===== config.mk =====
export PLATFORM = sky130hd
export DESIGN_NAME = imem_loader
export DESIGN_NICKNAME = d
export VERILOG_FILES = /design/src/rtl/imem_loader_pkg.sv /design/src/rtl/imem_loader.sv
export SDC_FILE = /design/constraint.sdc
export NUM_CORES = 1
export LEC_CHECK = 0
export CELL_PAD_IN_SITES_DETAIL_PLACEMENT = 0
export CELL_PAD_IN_SITES_GLOBAL_PLACEMENT = 1
export CORE_ASPECT_RATIO = 1.1
export CORE_MARGIN = 2
export CORE_UTILIZATION = 41
export DETAILED_ROUTE_END_ITERATION = 8
export PLACE_DENSITY = 0.89
export SLEW_MARGIN = 30
export SYNTH_ARGS = -nofsm -noshare
export SYNTH_HDL_FRONTEND = slang
export SYNTH_SLANG_ARGS = --single-unit
export TNS_END_PERCENT = 50

===== constraint.sdc =====
create_clock -name clock -period 2.2 [get_ports clock]
set_input_delay 0.33 -clock clock [delete_from_list [all_inputs] [get_ports clock]]
set_output_delay 0.33 -clock clock [all_outputs]
set_load 0.005 [all_outputs]

===== src/rtl/imem_loader_pkg.sv =====
// Shared constants for the instruction-memory boot loader: FSM encodings,
// frame geometry and the byte-acceptance decode.
package imem_loader_pkg;

    localparam int BYTES_PER_WORD = 2;
    localparam int MAX_WORDS      = 128;

    typedef logic [2:0] state_t;

    localparam logic [2:0] S_IDLE = 3'd0;
    localparam logic [2:0] S_HDR  = 3'd1;
    localparam logic [2:0] S_LO   = 3'd2;
    localparam logic [2:0] S_HI   = 3'd3;
    localparam logic [2:0] S_CSUM = 3'd4;
    localparam logic [2:0] S_DONE = 3'd5;
    localparam logic [2:0] S_ERR  = 3'd6;

    // Only the in-frame states consume stream bytes.
    function automatic logic takes_bytes(input state_t s);
        return (s == S_HDR) || (s == S_LO) || (s == S_HI) || (s == S_CSUM);
    endfunction

endpackage


===== src/rtl/imem_loader.sv =====
// Streams a program image into instruction memory: header, little-endian word
// pairs, then a modulo-256 checksum; pulses cpu_start when the image verifies.
module imem_loader
    import imem_loader_pkg::*;
#(
    parameter int DEPTH  = MAX_WORDS,
    parameter int ADDR_W = 8,
    parameter int DATA_W = 8 * BYTES_PER_WORD
) (
    input  logic              clock,
    input  logic              reset,
    input  logic              load_req,
    input  logic              byte_valid,
    input  logic [7:0]        byte_data,
    output logic              byte_ready,
    output logic              i_we,
    output logic [ADDR_W-1:0] i_waddr,
    output logic [DATA_W-1:0] i_wdata,
    output logic              busy,
    output logic              done,
    output logic              error,
    output logic              cpu_start
);

    state_t            state;
    logic [ADDR_W-1:0] idx;
    logic [ADDR_W-1:0] last_idx;
    logic [7:0]        lo_q;
    logic [7:0]        csum;
    logic              take;

    assign byte_ready = takes_bytes(state);
    assign take       = byte_valid & byte_ready;

    always_ff @(posedge clock) begin
        if (!reset) begin
            state     <= S_IDLE;
            idx       <= '0;
            last_idx  <= '0;
            lo_q      <= '0;
            csum      <= '0;
            i_we      <= 1'b0;
            i_waddr   <= '0;
            i_wdata   <= '0;
            busy      <= 1'b0;
            done      <= 1'b0;
            error     <= 1'b0;
            cpu_start <= 1'b0;
        end else begin
            i_we      <= 1'b0;
            cpu_start <= 1'b0;
            case (state)
                S_IDLE, S_DONE, S_ERR: begin
                    if (load_req) begin
                        state <= S_HDR;
                        busy  <= 1'b1;
                        done  <= 1'b0;
                        error <= 1'b0;
                        idx   <= '0;
                        csum  <= '0;
                    end
                end
                S_HDR: begin
                    if (take) begin
                        if (byte_data == 8'd0 || int'(byte_data) > DEPTH) begin
                            state <= S_ERR;
                            busy  <= 1'b0;
                            error <= 1'b1;
                        end else begin
                            last_idx <= ADDR_W'(byte_data - 8'd1);
                            state    <= S_LO;
                        end
                    end
                end
                S_LO: begin
                    if (take) begin
                        lo_q  <= byte_data;
                        csum  <= csum + byte_data;
                        state <= S_HI;
                    end
                end
                S_HI: begin
                    if (take) begin
                        // Write lands the cycle after the high byte; the next
                        // HI accept is at least two cycles away, so no overlap.
                        i_we    <= 1'b1;
                        i_waddr <= idx;
                        i_wdata <= DATA_W'({byte_data, lo_q});
                        csum    <= csum + byte_data;
                        if (idx == last_idx) begin
                            state <= S_CSUM;
                        end else begin
                            idx   <= idx + 1'b1;
                            state <= S_LO;
                        end
                    end
                end
                S_CSUM: begin
                    if (take) begin
                        busy <= 1'b0;
                        if (csum == byte_data) begin
                            state     <= S_DONE;
                            done      <= 1'b1;
                            cpu_start <= 1'b1;
                        end else begin
                            state <= S_ERR;
                            error <= 1'b1;
                        end
                    end
                end
                default: state <= S_IDLE;
            endcase
        end
    end

endmodule

; Word-level counts from Yosys, hierarchy flattened
; Index checks and enable logic that the tools add are counted.
[totals]
input_bits = 12
n_memories = 0
latchBits = 0
wordCells = 90
romBits = 0
register_bits = 64
ram_bits = 0
out_inout_bits = 30
[classes]
bitwise_logic = 2
n_addsub = 3
mux = 31
n_lt_le_gt_ge = 1
div = 0
n_eq_ne = 18
multipliers = 0
shifts = 0
reduce_logical = 23
[ops]
columns = op, count
row1 = 8-bit 2-to-1 mux, 4
row2 = 8-bit case mux with 2 select lines, 2
row3 = 3-bit 2-to-1 mux, 7
row4 = 8-bit == test, 2
row5 = 3-bit case mux with 5 select lines, 1
row6 = "2-bit inequality test, second input constant", 7
row7 = 1-bit 2-to-1 mux, 13
row8 = 5-bit AND reduction, 2
row9 = "3-bit == test, second input constant", 3
row10 = 3-bit AND reduction, 3
row11 = "8-bit by 1-bit adder with 8-bit output, second input constant", 1
row12 = 8-bit adder, 1
row13 = "8-bit greater-than comparator, second input constant", 1
row14 = 8-bit logical NOT, 1
row15 = 4-bit AND reduction, 2
row16 = "8-bit by 1-bit subtractor with 8-bit output, second input constant", 1
row17 = "3-bit by 2-bit == test with 1-bit output, second input constant", 2
row18 = "2-bit by 1-bit inequality test with 1-bit output, second input constant", 3
row19 = 1-bit case mux with 3 select lines, 2
row20 = 2-bit AND reduction, 3
row21 = 6-bit AND reduction, 1
row22 = 2-bit nonzero test, 3
row23 = 1-bit logical OR, 4
row24 = "3-bit by 1-bit == test with 1-bit output, second input constant", 1
row25 = other kinds (8), 8

; Logic depth before layout (Yosys ltp)
; Gate-level depths: netlist (run 1).
[depth]
ltp_word = 7
depth_mapped = 9
mapped_depth_nobuf = 7

; Worst setup path before layout (run 1)
; No wires, ideal clock.
[synth_path]
path_type = input to register
startpoint = input byte_data[0]
endpoint = register csum[6]
arrival_time_ps = 1634
t_required_ps = 2075
stages = 7
slack_ps = 441
n_path_buf = 0
path_cell_list = ha_1 > fa_1 > a21o_1 > a211oi_1 > o21bai_1 > a32oi_1 > o21ai_0
[synth_between]
elab_chain_len = 3
[synth_rtl]
columns = item, line
row1 = from (decl), imem_loader.sv:14  ; input logic [7:0] byte_data,
row2 = 8-bit adder, "imem_loader.sv:78, imem_loader.sv:89"
row3 = 8-bit 2-to-1 mux, "imem_loader.sv:76, imem_loader.sv:83"
row4 = 8-bit case mux with 2 select lines, imem_loader.sv:52  ; case (state)
row5 = to (signal assigned), imem_loader.sv:78  ; csum <= csum + byte_data;
row6 = to (signal assigned), imem_loader.sv:89  ; csum <= csum + byte_data;
row7 = to (decl), imem_loader.sv:29  ; logic [7:0] csum;
; Every way passes these cells. The select of a mux whose other input is x is not followed.
; A chain may end at the register's enable or synchronous reset.

; Worst setup path after layout (run 1)
[layout_path]
startpoint = register state[2]
endpoint = output byte_ready
[layout_between]
elab_chain_len = 4
[layout_rtl]
columns = item, line
row1 = from (decl), imem_loader.sv:25  ; state_t state;
row2 = from (signal assigned), imem_loader.sv:37  ; state <= S_IDLE;
row3 = from (signal assigned), imem_loader.sv:55  ; state <= S_HDR;
row4 = from (signal assigned), imem_loader.sv:66  ; state <= S_ERR;
row5 = 3-bit by 1-bit == test with 1-bit output / 3-bit by 2-bit == test with 1-bit output (equally long branches), imem_loader_pkg.sv:20  ; return (s == S_HDR) || (s == S_LO) || (s == S_HI) || (s == S_CSUM);
row6 = 1-bit logical OR (2 in a row), imem_loader_pkg.sv:20
row7 = 1-bit logical OR (*), imem_loader_pkg.sv:20
row8 = to (decl), imem_loader.sv:15  ; output logic byte_ready,
; Every way passes the cells marked *; elsewhere a longest branch is shown, timed or not.

==> reports/qor.csv, run 1 <==
stage,metric,value,unit
drt,viasPerCell,5.167,
power,p_total,0.003263,W
timing,skew,0.008223,ns
drt,wl_met2,3.862,mm
final_layout,stdcell_area,0.004160,sq mm
floorplan,rows,33,
worst_hold_path,min_from,i_wdata[6]$_SDFFE_PN0P_,
cts,root_buffer,clkbuf_8,
cts,h-tree-depth,3,
global_routing,grt_pass1_vias,2825,
setup_path,start_kind,flip-flop,
worst_hold_path,hold_end,i_wdata[6]$_SDFFE_PN0P_,
placement,gp_congestion,0.8121,
final_layout,fin_nets,468,
synthesis,yosys_register_bits,64,
drt,drt-total-wl,7.807,mm
timing,hold_violations,0,
final_layout,instances_no_fill,556,
setup_path,ff2ff_setup_slack,0.31,ns
setup_path,worstPathRequired,1.87,ns
floorplan,num_io_pins,42,
timing,timing.final.crit_share,94.64,%
synthesis,synthFlopType,dfxtp_1,
worst_hold_path,hold_depth,2,
timing,fin_tns_setup,0,ns
cts,clk_latency,0.36,ns
placement,placed_cell_area,0.003906,sq mm
final_layout,drive_gt1_share,15.74,%
global_routing,antenna_found_initial,0,
timing,drv_slew,0,
placement,dp_hpwl,5.597,mm
drt,postRouteAntennaNets,0,
cts,cts.sinks,64,
outcome,outcome,completed,
timing,worst_pin_slew,0.5944,ns
synthesis,synth_warnings,0,
timing,fmax,0.4803,GHz
timing,rsz0062_at_grt,false,
setup_path,r2r_cells,5,
global_routing,track_usage,19.97,%
drt,post-route-drc-count,0,
synthesis,syn_avg_cell_area,8.375,sq um
power,ir_worst_vdd,399.2,uV
synthesis,synthSimpleGateAreaFrac,24.25,%
global_routing,grt_pass1_wl,13.36,mm
cts,path_clk_slew,0.07,ns
final_layout,antenna_cells,0,
drt,via_count,2873,
global_routing,overflow,0,
final_layout,syn2layout_area_growth,29.03,%
power,power_density,784.4,mW/mm^2
synthesis,synthMuxAreaShare,1.940,%
cts,cts_tree,yes,
cts,cts_buffers,9,
synthesis,synthCells,385,
synthesis,synth_adder_area_share,4.113,%
run,drv_cap,0,
timing,period_needed,2.082,ns
floorplan,die_w,88.56,um
setup_path,worst-path-max-fanout,18,
synthesis,synth_edf_count,0,
setup_path,endpoint_kind,output port,
placement,post-place-cells,540,
synthesis,synth_compound_area_share,18.12,%
setup_path,crit_type,flip-flop to output port,
floorplan,core,0.007556,sq mm
floorplan,dieHeight,97.01,um
synthesis,yosys.area_share.xor_xnor,6.791,%
synthesis,synth_top_family_by_area,simple AND/OR/NAND/NOR gates,
synthesis,synth_seq_area_share,39.74,%
power,power_leakage,1.557,nW
cts,cts.path.max_buffers,2,
timing,relSlewSlack,60.07,%
drt,wl_met3,383,um
drt,drt-wirelength-per-cell,14.04,um
floorplan,start_util,42.67,%
setup_path,crit_arrival,1.75,ns
setup_path,timing.rr.end,csum[7]$_SDFFE_PN0P_,
drt,wl_met1,3.417,mm
floorplan,die-area,0.008591,sq mm
final_layout,nFillCells,705,
global_routing,grt_max_degree,43,
synthesis,synth_cell_types,50,
drt,drt_iter0_drc,125,
worst_hold_path,min_path_type,flip-flop to flip-flop,
synthesis,synth_fp_nets,407,
placement,place.port_buffers,41,
timing,finalSetupViolCount,0,
drt,routed.top_layer,met4,
setup_path,r2r_start,state[2]$_SDFFE_PN0P_,
final_layout,final_core_util,55.06,%
synthesis,syn_area,0.003224,sq mm
drt,drtPass1Iterations,4,
synthesis,async_reset_ff_share,0,%
## cells in the mapped netlist (3+ instances only)
library cell  count  share of area [%]
o21ai_0           6               0.93
nand2_1          76                8.8
and2b_1           3               0.70
a31oi_1           5               0.97
a21oi_1          46                7.1
a311oi_2          3                1.4
a21o_1            4               0.93
nor3_1            8                1.2
xnor2_1          15                4.1
o211ai_1          3               0.70
dfxtp_1          64                 40
and3_1            4               0.78
clkbuf_1         13                1.5
nand4_1           3               0.58
inv_1             6               0.70
nor2_1           26                3.0
xor2_1           10                2.7
a211oi_1          5                1.2
nor2_2            3               0.58
nand2b_1          9                1.7
nand3_1          15                2.3
mux2i_1           4                1.2
nor4_4            3                2.0
ha_1              9                3.5
buf_2             6               0.93
a211oi_2          4                1.6
## registers in the layout (all words and copies together), names as in the netlist
register,flops
error,1
busy,1
lo_q,8
done,1
csum,8
idx,8
last_idx,8
cpu_start,1
i_we,1
state,3
i_wdata,16
i_waddr,8
## cells by family after synthesis
group           count (synthesis)
compound gates                 89
fa+ha+maj                      10
xor+xnor                       25
buf+inv                        31
simple gates                  160
flops                          64
mux                             6
## per-stage QoR
step	hold WS (ns)	worst slack (ns)
after floorplan	0.4321	0.4411
after global placement	0.4420	-0.1296
after detailed placement	0.4473	-0.1848
after CTS	0.4579	0.01100
after global routing	0.4687	0.03776
final	0.4555	0.1178
## per-layer routing
metal | GRT usage, % | vias to the layer above
met2 | 32.97 | 67
met1 | 24.22 | 1345
met5 | 0 | -
met4 | 9.207 | 0
li1 | - | 1449
met3 | 4.437 | 12
## worst max path at each step
stage,startpoint,to
5_1_grt,state[2]$_SDFFE_PN0P_,byte_ready
3_5_place_dp,byte_data[0],csum[6]$_SDFFE_PN0P_
2_1_floorplan,byte_data[0],csum[6]$_SDFFE_PN0P_
6_report,state[2]$_SDFFE_PN0P_,byte_ready
3_3_place_gp,byte_data[0],csum[6]$_SDFFE_PN0P_
4_1_cts,state[1]$_SDFFE_PN0P_,byte_ready
## report_power, final
| group | switching (W) | internal (W) | total [W] | leakage (nW) |
|---|---|---|---|---|
| combinational | 0.000350 | 0.000317 | 0.000667 | 0.920 |
| clock | 0.000491 | 0.000787 | 0.00128 | 0.119 |
| sequential | 0.0000930 | 0.00123 | 0.00132 | 0.518 |
## critical path, stage by stage (launching register included)
cell and delay, ns:
dfxtp_1 0.70, xnor2_1 0.18, clkdlybuf4s50_1 0.52
## layout by cell type (no fill, tap or decap), types with 4 or more instances in the layout
cell type,netlist,routed
nand2_1,76,76
dfxtp_1,64,62
a21oi_1,46,46
clkdlybuf4s50_1,0,41
buf_4,2,32
nor2_1,26,26
xnor2_1,15,15
nand3_1,15,15
xor2_1,10,10
clkbuf_8,0,10
nand2b_1,9,9
ha_1,9,9
nor3_1,8,8
inv_1,6,6
o21ai_0,6,6
a211oi_1,5,5
a31oi_1,5,5
a211oi_2,4,4
mux2i_1,4,4
a21o_1,4,4
and3_1,4,4
## what timing repair did
item                                    CTS  global route
hold buffers                              0             0
endpoints found under the setup margin    1             1
resized for setup                         1             1
buffers inserted                          0             0
## cell type report
| class | instances | area, sq um | share of cell area (%) |
|---|---|---|---|
| Clock buffer | 10 | 137.6 | 3.308 |
| Clock inverter | 6 | 113.9 | 2.737 |
| Inverter | 6 | 22.52 | 0.5414 |
| Multi-Input combinational cell | 290 | 1780 | 42.80 |
| Sequential cell | 64 | 1284 | 30.86 |
| Tap cell | 105 | 131.4 | 3.158 |
| Timing Repair Buffer | 75 | 690.7 | 16.60 |
Note: power is estimated with default switching activity, not from simulation.
==> inputs of run 2 (changes only) <==
--- a/config.mk
+++ b/config.mk
@@ -10,6 +10,7 @@
 export CORE_ASPECT_RATIO = 1.1
 export CORE_MARGIN = 2
 export CORE_UTILIZATION = 41
+export CTS_CLUSTER_DIAMETER = 120
 export DETAILED_ROUTE_END_ITERATION = 8
 export PLACE_DENSITY = 0.89
 export SLEW_MARGIN = 30
==> constraint.sdc (replaced) <==
create_clock -name clock -period 2.1 [get_ports clock]
set_input_delay 0.315 -clock clock [delete_from_list [all_inputs] [get_ports clock]]
set_output_delay 0.315 -clock clock [all_outputs]
set_load 0.005 [all_outputs]
==> run 2 against run 1 <==
Net effect:
- die area did not move
- critical endpoint unchanged
- flip-flop and latch count did not move
- clock power fell by 15%
- global-route usage barely moved
- largest cell class unchanged
- via count rose by 0.66%
==> reports/qor.csv, run 2 (synthesis results as in run 1) <==
stage,metric,value,unit,change
run,drv_cap,0,,unchanged
cts,ctsHoldBuffers,0,,unchanged
setup_path,worstPathRequired,1.78,ns,-0.09 ns
setup_path,r2r_start,csum[0]$_SDFFE_PN0P_,,
timing,hold_violations,0,,unchanged
drt,via_count,2892,,+0.66%
timing,relSlewSlack,62.42,%,+2.3 points
cts,post_cts_buffers,0,,unchanged
timing,skew,0.01341,ns,+0.005189 ns
timing,worst_pin_slew,0.5596,ns,-0.03488 ns
cts,cts.path.max_buffers,2,,unchanged
drt,drt-wirelength-per-cell,13.82,um,-1.6%
final_layout,final_cell_mix,"nand2_1, dfxtp_1, a21oi_1",,
setup_path,crit_arrival,1.70,ns,-0.05 ns
final_layout,drive_gt1_share,17.65,%,+1.9 points
placement,dp_hpwl,5.744,mm,+2.6%
power,power_leakage,1.569,nW,+0.75%
final_layout,largest_reg_flops,16,,unchanged
drt,drt_iter0_drc,146,,+17%
final_layout,fin_nets,476,,+1.7%
setup_path,crit_type,flip-flop to output port,,
cts,cts.sinks,64,,unchanged
global_routing,grt_pass1_wl,13.49,mm,+0.98%
floorplan,die-area,0.008591,sq mm,unchanged
timing,timing.final.crit_share,95.73,%,
placement,gp_congestion,0.8236,,+1.4%
setup_path,start_kind,flip-flop,,
floorplan,die_w,88.56,um,unchanged
final_layout,instances_no_fill,564,,+1.4%
worst_hold_path,min_from,i_wdata[6]$_SDFFE_PN0P_,,
final_layout,final_common_cell,nand2_1,,
outcome,outcome,completed,,
global_routing,grt_pass1_vias,2839,,+0.50%
timing,finalSetupViolCount,0,,unchanged
worst_hold_path,min_path_type,flip-flop to flip-flop,,
drt,drtPass1Iterations,4,,unchanged
cts,path_clk_slew,0.07,ns,about the same
timing,rsz0062_at_grt,false,,
global_routing,grt_max_degree,42,,-2.3%
timing,drv_slew,0,,unchanged
power,ir_worst_vdd,435.7,uV,+9.1%
floorplan,start_util,42.67,%,unchanged
drt,viasPerCell,5.128,,-0.77%
cts,clk_latency,0.34,ns,-0.02 ns
global_routing,met3_usage,4.352,%,-0.085 points
cts,h-tree-depth,3,,unchanged
placement,place.port_buffers,41,,unchanged
setup_path,endpoint_kind,output port,,
final_layout,syn2layout_area_growth,29.57,%,
global_routing,grtUsageMet2,31.35,%,-1.6 points
floorplan,core,0.007556,sq mm,unchanged
global_routing,antenna_found_initial,0,,unchanged
drt,postRouteAntennaNets,0,,unchanged
final_layout,top_register,i_wdata,,
timing,period_needed,2.010,ns,
timing,fmax,0.4974,GHz,
timing,hold_ws,0.4550,ns,-0.0004420 ns
cts,root_buffer,clkbuf_8,,
floorplan,num_io_pins,42,,unchanged
global_routing,track_usage,19.95,%,-0.021 points
drt,drt-total-wl,7.794,mm,-0.17%
global_routing,gr-usage-met1,26.23,%,+2.0 points
drt,post-route-drc-count,0,,unchanged
power,power_density,763.9,mW/mm^2,-2.6%
cts,cts_buffers,9,,unchanged
setup_path,startpoint,state[1]$_SDFFE_PN0P_,,
floorplan,rows,33,,unchanged
floorplan,dieHeight,97.01,um,unchanged
setup_path,worst-path-max-fanout,18,,unchanged
cts,cts_tree,yes,,
global_routing,busiest_layer,met2,,
placement,post-place-cells,548,,+1.5%
final_layout,antenna_cells,0,,unchanged
global_routing,overflow,0,,unchanged
-- run 2: stage by stage --
step	area [sq um]	power, W	TNS (ns)	setup slack (ns)	util [%]
4_1_cts	4172	0.003213	0	0.04077	55.21
2_1_floorplan	3224	0.001863	0	0.3561	-
3_5_place_dp	3966	0.002120	-2.446	-0.2525	52.49
6_report	4178	0.003191	0	0.08971	55.29
5_1_grt	4178	0.003359	0	0.02069	55.29
3_3_place_gp	3966	0.002110	-1.989	-0.2287	52.49
-- run 2: final cells by class --
| cell class | instances | area (sq um) |
|---|---|---|
| Sequential cell | 64 | 1284 |
| Timing Repair Buffer | 83 | 750.7 |
| Clock buffer | 10 | 137.6 |
| Multi-Input combinational cell | 290 | 1785 |
| Clock inverter | 6 | 66.31 |
| Fill cell | 697 | 3378 |
| Tap cell | 105 | 131.4 |
| Inverter | 6 | 22.52 |
-- run 2: power by group --
part	internal, W	switching (W)	total [W]	leakage, nW
Sequential	0.00128	0.0000810	0.00136	0.518
Combinational	0.000349	0.000388	0.000737	0.956
Clock	0.000582	0.000508	0.00109	0.0949
-- run 2: final timing paths --
check                                          endpoint  slack, ns  cells past startpoint
worst max-delay path                         byte_ready       0.09                      3
worst min-delay path            i_wdata[6]$_SDFFE_PN0P_       0.46                      2
worst max register to register     csum[6]$_SDFFE_PN0P_       0.35                      7
worst min register to register  i_wdata[6]$_SDFFE_PN0P_       0.46                      2
-- run 2: timing repair --
| action | in CTS | in global routing |
|---|---|---|
| hold endpoints to repair | 0 | 0 |
| gates resized for setup | 1 | 3 |
| gates cloned | 0 | 0 |
| endpoints found under the setup margin | 1 | 2 |
| pin swaps | 0 | 1 |
-- run 2: metal layers --
layer / up-vias / routed length, um
met5: - / 0
met4: 0 / 123
met3: 10 / 329
met2: 67 / 3834
met1: 1346 / 3507
li1: 1469 / -
-- run 2: worst max-delay path: stages (launching register included) --
cell and delay [ns]:
dfxtp_2 0.41, nor2_1 0.26, xnor2_1 0.16, clkdlybuf4s50_1 0.52
